<file path="src/rtl/pipe_stage_buf_pkg.sv">
// Shared EX->MEM stage types: default widths and the packed stage payload.
package pipe_pkg;
  localparam int XLEN   = 32;
  localparam int CTRL_W = 10;
  localparam int RD_W   = 5;

  typedef struct packed {
    logic [CTRL_W-1:0] ctrl;
    logic [XLEN-1:0]   pc;
    logic [XLEN-1:0]   dat2;
    logic [XLEN:0]     alu;
    logic [RD_W-1:0]   rd;
  } ex_mem_t;

  localparam int EX_MEM_W = $bits(ex_mem_t);
endpackage

</file>
<file path="src/rtl/pipe_stage_buf_if.sv">
// Upstream/downstream handshake bundle of the EX->MEM stage buffer.
// Handshake: a beat moves on a rising edge where valid && ready; valid never waits on ready.
interface pipe_stage_buf_if
  import pipe_pkg::*;
#(
  parameter int P_XLEN   = XLEN,
  parameter int P_CTRL_W = CTRL_W,
  parameter int P_RD_W   = RD_W
);
  logic                in_valid;
  logic                in_ready;
  logic [P_CTRL_W-1:0] in_ctrl;
  logic [P_XLEN-1:0]   in_pc;
  logic [P_XLEN-1:0]   in_dat2;
  logic [P_XLEN:0]     in_alu;
  logic [P_RD_W-1:0]   in_rd;

  logic                out_valid;
  logic                out_ready;
  logic [P_CTRL_W-1:0] out_ctrl;
  logic [P_XLEN-1:0]   out_pc;
  logic [P_XLEN-1:0]   out_dat2;
  logic [P_XLEN:0]     out_alu;
  logic [P_RD_W-1:0]   out_rd;

  modport master (
    output in_valid, in_ctrl, in_pc, in_dat2, in_alu, in_rd, out_ready,
    input  in_ready, out_valid, out_ctrl, out_pc, out_dat2, out_alu, out_rd
  );

  modport slave (
    input  in_valid, in_ctrl, in_pc, in_dat2, in_alu, in_rd, out_ready,
    output in_ready, out_valid, out_ctrl, out_pc, out_dat2, out_alu, out_rd
  );
endinterface

</file>
<file path="src/rtl/pipe_skid_reg.sv">
// Payload-agnostic valid/ready register; PIPE_SKID_EN adds a skid slot so in_ready is registered.
// Empty slots always hold an all-zero payload.
module pipe_skid_reg #(
  parameter int W = 8
) (
  input  logic         clk,
  input  logic         rst_n,
  input  logic         flush,
  input  logic         in_valid,
  output logic         in_ready,
  input  logic [W-1:0] in_data,
  output logic         out_valid,
  input  logic         out_ready,
  output logic [W-1:0] out_data
);
  logic         main_valid;
  logic [W-1:0] main_data;

  assign out_valid = main_valid;
  assign out_data  = main_data;

`ifdef PIPE_SKID_EN
  logic         skid_valid;
  logic [W-1:0] skid_data;

  // No out_ready term: backpressure reaches upstream one cycle late, the skid slot absorbs it.
  assign in_ready = flush || !skid_valid;

  always_ff @(posedge clk or negedge rst_n) begin
    if (!rst_n) begin
      main_valid <= 1'b0;
      main_data  <= '0;
      skid_valid <= 1'b0;
      skid_data  <= '0;
    end else if (flush) begin
      main_valid <= 1'b0;
      main_data  <= '0;
      skid_valid <= 1'b0;
      skid_data  <= '0;
    end else if (!main_valid || out_ready) begin
      if (skid_valid) begin
        main_valid <= 1'b1;
        main_data  <= skid_data;
        skid_valid <= 1'b0;
        skid_data  <= '0;
      end else begin
        main_valid <= in_valid;
        main_data  <= in_valid ? in_data : '0;
      end
    end else if (in_valid && !skid_valid) begin
      skid_valid <= 1'b1;
      skid_data  <= in_data;
    end
  end
`else
  assign in_ready = flush || !main_valid || out_ready;

  always_ff @(posedge clk or negedge rst_n) begin
    if (!rst_n) begin
      main_valid <= 1'b0;
      main_data  <= '0;
    end else if (flush) begin
      main_valid <= 1'b0;
      main_data  <= '0;
    end else if (!main_valid || out_ready) begin
      main_valid <= in_valid;
      main_data  <= in_valid ? in_data : '0;
    end
  end
`endif
endmodule

</file>
<file path="src/rtl/pipe_stage_buf.sv">
// EX->MEM pipeline stage register with flush and saturating stall counter.
// Build with PIPE_SKID_EN defined for a two-deep skid buffer with registered in_ready.
module pipe_stage_buf
  import pipe_pkg::*;
#(
  parameter int XLEN   = pipe_pkg::XLEN,
  parameter int CTRL_W = pipe_pkg::CTRL_W,
  parameter int RD_W   = pipe_pkg::RD_W,
  parameter int CNT_W  = 16
) (
  input  logic               clk,
  input  logic               rst_n,
  input  logic               flush,
  pipe_stage_buf_if.slave    bus,
  output logic [CNT_W-1:0]   stall_cnt
);
  // Same field order as ex_mem_t, sized by this instance's parameters.
  typedef struct packed {
    logic [CTRL_W-1:0] ctrl;
    logic [XLEN-1:0]   pc;
    logic [XLEN-1:0]   dat2;
    logic [XLEN:0]     alu;
    logic [RD_W-1:0]   rd;
  } stage_t;

  localparam int W = $bits(stage_t);

  stage_t in_data;
  stage_t out_data;

  assign in_data.ctrl = bus.in_ctrl;
  assign in_data.pc   = bus.in_pc;
  assign in_data.dat2 = bus.in_dat2;
  assign in_data.alu  = bus.in_alu;
  assign in_data.rd   = bus.in_rd;

  pipe_skid_reg #(.W(W)) u_reg (
    .clk       (clk),
    .rst_n     (rst_n),
    .flush     (flush),
    .in_valid  (bus.in_valid),
    .in_ready  (bus.in_ready),
    .in_data   (in_data),
    .out_valid (bus.out_valid),
    .out_ready (bus.out_ready),
    .out_data  (out_data)
  );

  assign bus.out_ctrl = out_data.ctrl;
  assign bus.out_pc   = out_data.pc;
  assign bus.out_dat2 = out_data.dat2;
  assign bus.out_alu  = out_data.alu;
  assign bus.out_rd   = out_data.rd;

  // Flush deliberately leaves the counter alone; it measures downstream pressure, not beats.
  always_ff @(posedge clk or negedge rst_n) begin
    if (!rst_n) begin
      stall_cnt <= '0;
    end else if (bus.out_valid && !bus.out_ready && (stall_cnt != {CNT_W{1'b1}})) begin
      stall_cnt <= stall_cnt + CNT_W'(1);
    end
  end
endmodule
</file>
<file path="src/flat_wrapper.sv">
// flat-port wrapper written by rule: the top's interface ports become plain ports
module pipe_stage_buf_flat import pipe_pkg::*;
#(
  parameter int XLEN   = pipe_pkg::XLEN,
  parameter int CTRL_W = pipe_pkg::CTRL_W,
  parameter int RD_W   = pipe_pkg::RD_W,
  parameter int CNT_W  = 16
)
  (clk, rst_n, flush, stall_cnt, bus_in_valid, bus_in_ctrl, bus_in_pc, bus_in_dat2, bus_in_alu, bus_in_rd, bus_out_ready, bus_in_ready, bus_out_valid, bus_out_ctrl, bus_out_pc, bus_out_dat2, bus_out_alu, bus_out_rd);
  pipe_stage_buf_if bus_i ();
  input  logic clk;
  input  logic rst_n;
  input  logic flush;
  output logic [CNT_W-1:0] stall_cnt;
  input wire logic [$bits(bus_i.in_valid)-1:0] bus_in_valid;
  input wire logic [$bits(bus_i.in_ctrl)-1:0] bus_in_ctrl;
  input wire logic [$bits(bus_i.in_pc)-1:0] bus_in_pc;
  input wire logic [$bits(bus_i.in_dat2)-1:0] bus_in_dat2;
  input wire logic [$bits(bus_i.in_alu)-1:0] bus_in_alu;
  input wire logic [$bits(bus_i.in_rd)-1:0] bus_in_rd;
  input wire logic [$bits(bus_i.out_ready)-1:0] bus_out_ready;
  output wire logic [$bits(bus_i.in_ready)-1:0] bus_in_ready;
  output wire logic [$bits(bus_i.out_valid)-1:0] bus_out_valid;
  output wire logic [$bits(bus_i.out_ctrl)-1:0] bus_out_ctrl;
  output wire logic [$bits(bus_i.out_pc)-1:0] bus_out_pc;
  output wire logic [$bits(bus_i.out_dat2)-1:0] bus_out_dat2;
  output wire logic [$bits(bus_i.out_alu)-1:0] bus_out_alu;
  output wire logic [$bits(bus_i.out_rd)-1:0] bus_out_rd;
  assign bus_i.in_valid = bus_in_valid;
  assign bus_i.in_ctrl = bus_in_ctrl;
  assign bus_i.in_pc = bus_in_pc;
  assign bus_i.in_dat2 = bus_in_dat2;
  assign bus_i.in_alu = bus_in_alu;
  assign bus_i.in_rd = bus_in_rd;
  assign bus_i.out_ready = bus_out_ready;
  assign bus_in_ready = bus_i.in_ready;
  assign bus_out_valid = bus_i.out_valid;
  assign bus_out_ctrl = bus_i.out_ctrl;
  assign bus_out_pc = bus_i.out_pc;
  assign bus_out_dat2 = bus_i.out_dat2;
  assign bus_out_alu = bus_i.out_alu;
  assign bus_out_rd = bus_i.out_rd;
  pipe_stage_buf #(.XLEN(XLEN), .CTRL_W(CTRL_W), .RD_W(RD_W), .CNT_W(CNT_W)) u_core (.clk(clk), .rst_n(rst_n), .flush(flush), .bus(bus_i), .stall_cnt(stall_cnt));
endmodule
</file>
<file path="config.mk">
export PLATFORM = sky130hd
export DESIGN_NAME = pipe_stage_buf_flat
export DESIGN_NICKNAME = d
export VERILOG_FILES = /design/src/rtl/pipe_stage_buf_pkg.sv /design/src/rtl/pipe_stage_buf_if.sv /design/src/rtl/pipe_skid_reg.sv /design/src/rtl/pipe_stage_buf.sv /design/src/flat_wrapper.sv
export SDC_FILE = /design/constraint.sdc
export NUM_CORES = 1
export LEC_CHECK = 0
export BUFFER_PORTS_ARGS = -buffer_cell sky130_fd_sc_hd__buf_4
export CORE_UTILIZATION = 25
export CTS_CLUSTER_SIZE = 20
export DETAILED_ROUTE_END_ITERATION = 8
export PLACE_DENSITY = 0.5
export SLEW_MARGIN = 20
export SYNTH_ARGS = -nofsm -noshare
export SYNTH_HDL_FRONTEND = slang
export SYNTH_SLANG_ARGS = --single-unit
</file>
<file path="constraint.sdc">
create_clock -name clk -period 1.5 [get_ports clk]
set_input_delay 0.15 -clock clk [delete_from_list [all_inputs] [get_ports clk]]
set_output_delay 0.15 -clock clk [all_outputs]
set_load 0.01 [all_outputs]
</file>
[Word level (Yosys, flattened, before mapping)]
Index checks and enable logic that the tools add are counted.
Storage, ports and cells
  register bits after elaboration: 129
  input bits: 117
  output and inout bits: 130
  word-level logic and storage cells: 18
Operators by class
  $add $sub $neg: 1
  eq/ne operators: 1
  mux-type cells: 5
  reductions and logical operators: 8
Operator list (number)
  2-to-1 mux 112 bit: 3
  adder 16 x 1 -> 16 bit (second input constant): 1
  != test 16 bit (second input constant): 1
  logical OR 1 bit: 3
  logical AND 1 bit: 2
  logical NOT 1 bit: 2
  2-to-1 mux 1 bit: 2
  nonzero test 2 bit: 1

[Longest topological paths before layout]
Gate-level depths: netlist of run 1.
  depth in word-level cells: 4
  depth in mapped cells: 6
  mapped depth without buffers: 5

[By module]
Synthesis of run 1 repeated with hierarchy kept, for this count alone.
Unflattened totals
  cells, all modules: 582
  area, all modules: 5522.8 µm²
By module, submodules not included
  pipe_skid_reg: times used 1, cells an instance 505, area an instance 4675.7 µm², seq. area each 2827.7 µm²
  pipe_stage_buf: times used 1, cells an instance 77, area an instance 847.1 µm², seq. area each 400.4 µm²

[Worst setup path after synthesis of run 1]
Ideal clock, no wire load.
  path kind: reg2reg
  from: reg u_core.stall_cnt[0]
  to: reg u_core.stall_cnt[1]
  setup time: 0.125 ns
  arrival time: 1.601 ns
  data required time: 1.375 ns
  slack: -0.226 ns
  cell stages (with the launch flop): 6
  path buffers: 0
  period minus slack after synthesis: 1.726 ns
  cells stage by stage: dfrtp_1 ha_1 nand3_1 nor4_4 nor2_2 mux2_4
Between the ends
  word-level cells in the longest chain between the ends: 2
  elaborated cells between the ends (all ways): 3
  classes of those cells: add/sub (1); eq/ne (1); reduce/logical (1)
Ends and longest elaborated chain
  from (decl): line pipe_stage_buf.sv:15  | output logic [CNT_W-1:0] stall_cnt
  from (signal assigned): line pipe_stage_buf.sv:60  | stall_cnt <= stall_cnt + CNT_W'(1);
  branches (longest 2 deep; another with adder 16 x 1 -> 16 bit)
Parallel ways; which one is timed is not known.
A chain may end at the register's enable or synchronous reset.

[Worst setup path after layout of run 1]
  from: reg u_core.u_reg.main_valid (netlist: u_core.u_reg.out_valid)
  to: reg u_core.stall_cnt[1]
Between the ends
  word-level cells in the longest chain between the ends: 2
Ends and longest elaborated chain
  from (decl): line pipe_skid_reg.sv:16  | logic main_valid;
  from (signal assigned): line pipe_skid_reg.sv:66  | main_valid <= in_valid;
  logical AND 1 bit (2 in series): line pipe_stage_buf.sv:59  | end else if (bus.out_valid && !bus.out_ready && (stall_cnt != {CNT_W{1'b1}})) begin
No other way between the ends.

==> impl_metrics.tcl, run 1 <==
set metrics [dict create \
    ff2ff_setup_slack_ns -0.004 \
    leakagePower_nw 4.85 \
    drc 0 \
    syn_avg_cell_area_sq_um 14.3 \
    crit_arrival_ns 1.80 \
    die-height_microns 140 \
    vias 4639 \
    path_class "register to register" \
    fin_setup_tns_ns -0.00448 \
    rsz0062_at_grt "true" \
    tightest_slew_ns 0.417 \
    clock_sinks 129 \
    ys_warn_count 0 \
    io-pin-count 247 \
    area_growth_syn_to_layout_pct 100 \
    drt_iter0_markers 275 \
    ys_ff_latch 129 \
    critPathMaxFanout 4 \
    slew_viol_final 0 \
    clockBufferDepth 2 \
    worst_clock_skew_ns 0.00877 \
    period_minus_slack_ns 1.50 \
    firstDrtPassIters 4 \
    timing.hold.ws_ns 0.214 \
    final_common_cell "buf_4" \
    fp.dieW_microns 140 \
    start_util_pct 25.5 \
    setup_ws_ns -0.00448 \
    violations "setup timing" \
    timing.rr.end "u_core.stall_cnt[1]" \
    period_share_pct 100 \
    clkLatencyLatePin_ns 0.41 \
    cp_cell_sequence "buf_6 > nand2b_4 > buf_4 > buf_4 > nor2_2 > mux2_4" \
    dieArea_sq_mm 0.0197 \
    synth_top_area_share_pct 67.4 \
    routedWlPerCell_microns 18.2 \
    status "finished with violations" \
    grt_usage_pct 16.0 \
    max_stage_delay_ns 0.38 \
    relSlewSlack_pct 72.2 \
    place_congestion 0.808 \
    drive_above_1_share_pct 48.4 \
    grt_antenna_before_repair 0 \
    cts_root_buffer "clkbuf_16" \
    r2r_cells 6 \
    grt_pass1_wl_mm 24.6 \
    synth_top_cell_by_area "dfrtp_1" \
    grt_pass1_vias 4659 \
    register_area_sq_mm 0.00323 \
    required_ns 1.79 \
    synth.area.top_cells "dfrtp_1 (67%), a22o_1 (20%), buf_2 (1.8%), xor2_1 (1.1%), nand4_1 (1.0%)" \
    core_sq_mm 0.0188 \
    ant_nets 0 \
    nFillCells 1632 \
    grt_max_degree 57 \
    crit_buf_inv 3 \
    grt_overflow 0 \
    start_kind "register" \
    crit_slowest_cell "dfrtp_1" \
    hold_violations 0 \
    cpMostUsedCell "buf_4" \
    hold_path.class "primary input to async pin" \
    power_density_mw_per_mm2 1050 \
    row_count 50 \
    io_buffer_count 246 \
    cts_tree "done" \
    fmax_mhz 665 \
    irDropWorstVdd_mv 0.661 \
    synth.net_count 454 \
    multi_input_area_sq_mm 0.00157 \
    cp_top_family "buffers and inverters" \
    numCtsBuffers 17 \
    yosysSeqAreaShare_pct 67.4 \
    drv_cap 0 \
    num-nets-final 876 \
    diodes 0 \
    post_drt_via_cell_ratio 4.62 \
    r2r-start "u_core.u_reg.out_valid" \
    syn_area_sq_mm 0.00479 \
    htree_levels 4 \
    mostFrequentLayoutCells "buf_4 (286), dfrtp_1 (125), dlygate4sd3_1 (115), a22o_1 (112), clkbuf_16 (28)" \
    hpwl_mm 9.93 \
    clk_pin_slew_worst_paths_ns 0.06 \
    synthCells 336 \
    final_util_pct 51.1 \
    wl_mm 18.3 \
    finalSetupViolations 1 \
    synth_cell_types 31 \
    endpoint_kind "register" \
]
[registers in the layout, summed over array words and instances (netlist names)]
register and cells:
u_core.stall_cnt 16, u_core.u_reg.out_data 112, u_core.u_reg.out_valid 1
[Yosys cell counts]
library cell,count
nor4_1,3
a31oi_1,1
and2_1,1
mux2_4,1
nor2b_1,1
a22o_1,112
xor2_1,6
mux2_2,2
nor2_2,1
a21oi_1,1
nand4_1,8
nand2_1,8
inv_1,3
nor2_1,8
nor3_1,2
o21a_1,1
and3_1,3
nor4_2,1
ha_1,1
nand2b_1,1
nand4_2,1
clkbuf_1,7
nand3_1,8
buf_2,17
o21ai_0,1
mux2i_1,1
buf_1,1
dfrtp_1,129
nor3b_2,1
xnor2_1,4
nor4_4,1
[cells by family (layout without fill, tap and decap cells)]
kind of cell / after synthesis / after routing / share of synthesized area [%]
AOI/OAI and AO/OA: 116 / 116 / 21.0
xor gates and xnor gates: 10 / 10 / 1.83
adders and majority gates: 1 / 1 / 0.261
buffers and inverters: 28 / 463 / 2.64
DFF: 129 / 129 / 67.4
muxes: 4 / 4 / 0.993
and+or+nand+nor: 48 / 48 / 5.88
[worst max path at each step]
stage                                            end                   start  cells after the start  slack (ns)
after floorplan                  u_core.stall_cnt[1]     u_core.stall_cnt[1]                      5       -0.05
after global placement          u_core.stall_cnt[15]     u_core.stall_cnt[9]                      4       -0.02
after detailed placement  u_core.u_reg.out_data[109]  u_core.u_reg.out_valid                      5       -0.05
after CTS                        u_core.stall_cnt[1]     u_core.stall_cnt[1]                      5       -0.08
after global routing             u_core.stall_cnt[1]  u_core.u_reg.out_valid                      6       -0.08
final                            u_core.stall_cnt[1]  u_core.u_reg.out_valid                      6      -0.004
[per-stage QoR]
step	cell area, sq um	setup WS (ns)	instances	power [mW]
after floorplan	4810	-0.0458	336	4.31
after global placement	7210	-0.0195	830	5.20
after detailed placement	7210	-0.0513	830	5.20
after CTS	9080	-0.0776	982	9.94
after global routing	9590	-0.0807	1005	10.4
final	9590	-0.00448	1005	10.0
[area by class of cell]
class                      count  share of cell area, %
clock buffer                  19                   4.51
clock inverter                13                   1.93
inverter                       3                  0.117
multi-input combinational    179                   16.4
sequential                   129                   33.7
tap                          234                   3.05
timing repair buffer         428                   40.3
[where the power goes]
group	total (mW)	switching [mW]	internal [mW]
Combinational	1.79	0.721	1.06
Clock	4.39	1.60	2.79
Sequential	3.85	0.164	3.69
Total	10.0	2.48	7.54
[per-layer routing]
metal | vias up | part of all wire (%) | GRT usage [%]
li1 | 2131 | - | -
met1 | 2301 | 43 | 20.1
met2 | 179 | 50 | 26.4
met3 | 28 | 5.2 | 4.41
met4 | 0 | 1.7 | 5.67
met5 | - | 0 | 0
[timing repair]
action                                 4_1_cts  5_1_grt
endpoints found under the hold margin      135        0
gates cloned                                 0       16
pin swaps                                   71       44
buffers inserted                             5        8
gates resized for setup                     10       26
hold buffers                               115        0
setup endpoints to repair                  118      128
Power figures use the tool's default switching activity.
==> inputs of run 2 (changes only) <==
Settings changed: CORE_MARGIN set to 2, GPL_ROUTABILITY_DRIVEN set to 0.
==> run 2 against run 1 <==
Clock skew fell by 0.0017 ns; first-iteration DRC count is 41% lower; sequential share of layout area increased by 0.54 points; critical endpoint is now bus_in_ready; clock power up 5.5%; worst hold slack got worse by 0.11 ns; sequential power about the same; the flow still finishes with violations (setup timing); non-clock buffer count shrank 13; fmax is 1.4% lower; critical path depth is the same; die area increased by 2.9%; utilization shrank 0.83 points; total power increased by 1.4%.
==> impl_metrics.tcl, run 2 (synthesis gave the netlist of run 1 again) <==
set metrics [dict create \
    grt_pass1_vias 4748 \
    cts_tree "done" \
    start_kind "register" \
    cpMostUsedCell "buf_6" \
    ff2ff_setup_slack_ns 0 \
    worst_clock_skew_ns 0.00711 \
    drt_iter0_markers 163 \
    tightest_slew_ns 0.408 \
    leakagePower_nw 4.77 \
    largest_reg_flops 112 \
    finalInstanceArea_sq_mm 0.00944 \
    vias 4622 \
    wl_mm 17.3 \
    power_density_mw_per_mm2 1080 \
    dp_slack_ns -0.0464 \
    core_sq_mm 0.0188 \
    row_count 50 \
    max_stage_delay_ns 0.37 \
    ant_nets 0 \
    critPathMaxFanout 3 \
    final_common_cell "buf_4" \
    status "finished with violations" \
    grt_max_degree 72 \
    r2r_cells 7 \
    drc 0 \
    final_cells 992 \
    io-pin-count 247 \
    mostFrequentLayoutCells "buf_4 (276), dfrtp_1 (126), dlygate4sd3_1 (115), a22o_1 (112), clkbuf_16 (24)" \
    routedWlPerCell_microns 17.5 \
    start_util_pct 25.5 \
    setup_ws_ns -0.0251 \
    hold_path.class "primary input to async pin" \
    place_inst 825 \
    r2r-start "u_core.u_reg.out_valid" \
    clkLatencyLatePin_ns 0.41 \
    hpwl_mm 9.64 \
    area_growth_syn_to_layout_pct 97.1 \
    period_share_pct 102 \
    htree_levels 4 \
    grt_overflow 0 \
    grt_pass1_wl_mm 24.6 \
    crit_arrival_ns 1.38 \
    fp.dieW_microns 142 \
    slew_viol_final 0 \
    firstDrtPassIters 4 \
    fmax_mhz 656 \
    endpoint_kind "output port" \
    drv_cap 0 \
    diodes 0 \
    io_buffer_count 246 \
    violations "setup timing" \
    drive_above_1_share_pct 46.3 \
    grt_antenna_before_repair 0 \
    rsz0062_at_grt "true" \
    die-height_microns 142 \
    required_ns 1.35 \
    crit_slowest_cell "dfrtp_1" \
    period_minus_slack_ns 1.53 \
    clock_sinks 129 \
    clk_pin_slew_worst_paths_ns 0.06 \
    num-nets-final 863 \
    irDropWorstVdd_mv 0.613 \
    grt_usage_pct 15.4 \
    hold_violations 0 \
    relSlewSlack_pct 72.8 \
    numCtsBuffers 17 \
    finalSetupViolations 2 \
    cts_root_buffer "clkbuf_16" \
    placed_area_sq_mm 0.00720 \
    timing.rr.end "u_core.u_reg.out_data[5]" \
    post_drt_via_cell_ratio 4.66 \
    clockBufferDepth 2 \
    dieArea_sq_mm 0.0203 \
    cp_cell_sequence "nand2b_1 > buf_6 > nor2_4 > buf_12 > inv_2 > buf_6" \
    path_class "register to output port" \
]
-- run 2: critical path: cells and delay by family (launching register included) --
| family | cells | cell delay [ns] |
|---|---|---|
| flops | 1 | 0.37 |
| buf+inv | 4 | 0.38 |
| simple gates | 2 | 0.22 |
-- run 2: how the worst max path moves through the flow --
| stage | cells after the start | to | startpoint |
|---|---|---|---|
| detailed placement | 4 | u_core.stall_cnt[15] | u_core.u_reg.out_valid |
| global route | 6 | bus_in_ready | u_core.u_reg.out_valid |
| global placement | 4 | u_core.stall_cnt[15] | u_core.u_reg.out_valid |
| CTS | 6 | bus_in_ready | u_core.u_reg.out_valid |
| finish | 6 | bus_in_ready | u_core.u_reg.out_valid |
| floorplan | 5 | u_core.stall_cnt[1] | u_core.stall_cnt[1] |
-- run 2: report_power, final --
| group | switching (mW) | leakage (nW) | internal, mW |
|---|---|---|---|
| Sequential | 0.161 | 1.73 | 3.69 |
| Clock | 1.58 | 0.309 | 3.05 |
| Combinational | 0.684 | 2.73 | 1.01 |
-- run 2: through the flow --
stage	total power, mW	util (%)	setup TNS (ns)	hold slack [ns]
floorplan	4.31	-	-0.0458	-0.146
global placement	5.18	38.4	-0.0658	-0.0265
detailed placement	5.20	38.4	-0.0531	-0.0254
CTS	10.2	48.5	-1.22	0.0837
global route	10.6	50.3	-5.03	0.0942
finish	10.2	50.3	-0.0252	0.100
-- run 2: timing repair --
| action | in CTS | in global routing |
|---|---|---|
| gates resized for setup | 7 | 16 |
| pin swaps | 4 | 14 |
| hold buffers | 115 | 0 |
| buffers inserted | 4 | 4 |
| endpoints found under the hold margin | 242 | 0 |
| gates cloned | 1 | 11 |
| setup endpoints to repair | 7 | 126 |
-- run 2: layout make-up --
class                           instances  area [sq um]
Timing Repair Buffer                  415          3730
Clock buffer                           20           457
Multi-Input combinational cell        179          1510
Sequential cell                       129          3230
Clock inverter                         12           206
Inverter                                3          11.3
Fill cell                            1637          9330
Tap cell                              234           293
-- run 2: routing by layer --
| metal | track usage [%] | vias to the layer above | routed length [microns] |
|---|---|---|---|
| met3 | 5.32 | 22 | 1130 |
| li1 | - | 2106 | - |
| met1 | 18.8 | 2311 | 7460 |
| met5 | 0 | - | 0 |
| met2 | 25.5 | 183 | 8470 |
| met4 | 5.47 | 0 | 273 |
==> inputs of run 3 (changes only) <==
--- a/config.mk
+++ b/config.mk
@@ -12,5 +12,5 @@
 export DETAILED_ROUTE_END_ITERATION = 8
 export GPL_ROUTABILITY_DRIVEN = 0
-export PLACE_DENSITY = 0.5
+export PLACE_DENSITY = 0.48
 export SLEW_MARGIN = 20
 export SYNTH_ARGS = -nofsm -noshare
==> constraint.sdc (replaced) <==
create_clock -name clk -period 1.55 [get_ports clk]
set_input_delay 0.155 -clock clk [delete_from_list [all_inputs] [get_ports clk]]
set_output_delay 0.155 -clock clk [all_outputs]
set_load 0.1 [all_outputs]
==> run 3 against run 2 <==
The flow now finishes without violations; sequential cell count did not move; via count fell by 3.1%; first-iteration DRC count fell by 12%; sequential share of layout area rose by 1.7 points; clock skew rose by 0.0031 ns; combinational power rose by 77%; global-route usage rose by 0.34 points; worst hold slack got worse by 0.026 ns; non-clock buffer count fell by 17; sequential power fell by 2%; final cell count fell by 1.7%; die area did not move; critical endpoint unchanged; largest cell class unchanged; highest routed layer unchanged.
==> impl_metrics.tcl, run 3 (synthesis gave the netlist of run 1 again) <==
set metrics [dict create \
    cp_cell_sequence "nand2b_4 > nor2_4 > clkinvlp_4 > buf_12" \
    internal-power_mw 6.96 \
    finalSetupViolations 0 \
    grt_pass1_wl_mm 25.1 \
    power_mw 10.7 \
    period_minus_slack_ns 1.52 \
    core_sq_mm 0.0188 \
    mostFrequentLayoutCells "buf_4 (268), dlygate4sd3_1 (115), a22o_1 (112), dfrtp_1 (112), clkbuf_16 (18)" \
    relSlewSlack_pct 75.3 \
    irDropWorstVdd_mv 0.645 \
    wl_mm 16.3 \
    drc 0 \
    final_common_cell "buf_4" \
    r2r_cells 6 \
    min-delay-start "bus_out_ready" \
    seq_power_share_pct 35.2 \
    largest_reg_flops 112 \
    drt_iter0_markers 144 \
    grt_pass1_vias 4987 \
    clock_sinks 129 \
    worst_clock_skew_ns 0.0102 \
    area_growth_syn_to_layout_pct 91.5 \
    worstHoldEndpoint "u_core.u_reg.out_valid" \
    diodes 0 \
    fmax_mhz 658 \
    tightest_slew_ns 0.370 \
    p_sw_mw 3.75 \
    clockBufferDepth 2 \
    ant_nets 0 \
    multi_input_area_sq_mm 0.00156 \
    switching_share_pct 35.0 \
    grt_overflow 0 \
    numCtsBuffers 17 \
    crit_arrival_ns 1.36 \
    timing.rr.end "u_core.stall_cnt[1]" \
    drive_above_1_share_pct 47.6 \
    ff2ff_setup_slack_ns 0.06 \
    leakagePower_nw 4.58 \
    grt_antenna_before_repair 0 \
    vias 4478 \
    critPathMaxFanout 3 \
    cts_root_buffer "clkbuf_16" \
    row_count 50 \
    required_ns 1.39 \
    io_buffer_count 246 \
    io-pin-count 247 \
    endpoint_kind "output port" \
    clockPowerShare_pct 36.9 \
    post_drt_via_cell_ratio 4.59 \
    p_comb_share_pct 27.9 \
    hold_violations 0 \
    drv_cap 0 \
    status "finished clean" \
    htree_levels 4 \
    register_area_sq_mm 0.00329 \
    place_inst 816 \
    routedWlPerCell_microns 16.7 \
    period_share_pct 98.0 \
    start_util_pct 25.5 \
    cts_tree "done" \
    power_density_mw_per_mm2 1170 \
    grt_max_degree 52 \
    clkLatencyLatePin_ns 0.41 \
    path_class "register to output port" \
    firstDrtPassIters 4 \
    clk_pin_slew_worst_paths_ns 0.05 \
    timing.hold.ws_ns 0.0745 \
    final_util_pct 48.9 \
    fp.dieW_microns 142 \
    start_kind "register" \
    grt_usage_pct 15.8 \
    slew_viol_final 0 \
    max_stage_delay_ns 0.43 \
    nFillCells 1664 \
    die-height_microns 142 \
    r2r-start "u_core.stall_cnt[0]" \
    dieArea_sq_mm 0.0203 \
    hold_depth 4 \
    rsz0062_at_grt "true" \
    crit_slowest_cell "dfrtp_4" \
    cp_top_family "flip-flops" \
    final_cells 975 \
    num-nets-final 846 \
    crit_buf_inv 2 \
    hold_path.class "primary input to register" \
    hpwl_mm 9.99 \
]
-- run 3: cell count changes in the layout (fill, tap and decap cells not counted), sizes merged --
cell	delta
inv	+3
bufinv	-3
bufbuf	-1
buf	-10
clkbuf	-9
clkinv	+3
-- run 3: power groups by stage --
stage | clock network (mW) | registers (mW) | logic, mW
2_1_floorplan | 0 | 5.28 | 0.331
3_3_place_gp | 0 | 3.84 | 2.56
3_5_place_dp | 0 | 3.85 | 2.59
4_1_cts | 4.07 | 3.77 | 2.94
5_1_grt | 4.21 | 3.80 | 3.11
6_report | 3.95 | 3.77 | 2.99
-- run 3: area by class of cell --
type                       instances  share of cell area, %
timing repair buffer             398                   37.4
sequential                       129                   35.9
multi-input combinational        179                   17.0
clock buffer                      17                   4.64
tap                              234                   3.19
clock inverter                    15                   1.73
inverter                           3                  0.164
-- run 3: metal layers --
| layer | wire length (microns) | part of all wire [%] | vias to the layer above | global-route usage, % |
|---|---|---|---|---|
| li1 | - | - | 2071 | - |
| met1 | 6910 | 42 | 2213 | 18.9 |
| met2 | 8130 | 50 | 169 | 27.1 |
| met3 | 860 | 5.3 | 25 | 4.31 |
| met4 | 371 | 2.3 | 0 | 6.04 |
| met5 | 0 | 0 | - | 0 |
-- run 3: worst max path at each step --
stage / cells after the start / startpoint / slack, ns / endpoint
after floorplan: 6 / u_core.u_reg.out_valid / -0.23 / bus_in_ready
after global placement: 4 / u_core.u_reg.out_valid / 0.01 / u_core.stall_cnt[15]
after detailed placement: 4 / u_core.u_reg.out_valid / -0.03 / u_core.u_reg.out_data[41]
after CTS: 4 / u_core.u_reg.out_valid / -0.06 / bus_in_ready
after global routing: 4 / u_core.u_reg.out_valid / -0.03 / bus_in_ready
final: 4 / u_core.u_reg.out_valid / 0.03 / bus_in_ready
-- run 3: per-stage QoR --
step                setup WS (ns)  area [sq um]  setup TNS [ns]
CTS                       -0.0631          9080           -2.33
detailed placement        -0.0322          7200          -0.833
finish                     0.0303          9170               0
global route              -0.0279          9170         -0.0947
global placement           0.0111          7200               0
floorplan                  -0.226          4960           -5.96
-- run 3: tightest hold or removal path, cell delays in order --
cell     delay [ns]
buf_4          0.10
nor2b_4        0.06
nor2_1         0.08
nor2_1         0.04
-- run 3: timing repair --
action                     CTS  global route
cloned                       1             1
setup endpoints to repair   67           120
buffers inserted             8             2
hold endpoints to repair   137             0
resized for setup           10            12
hold buffers               115             0
pin swaps                    4            11
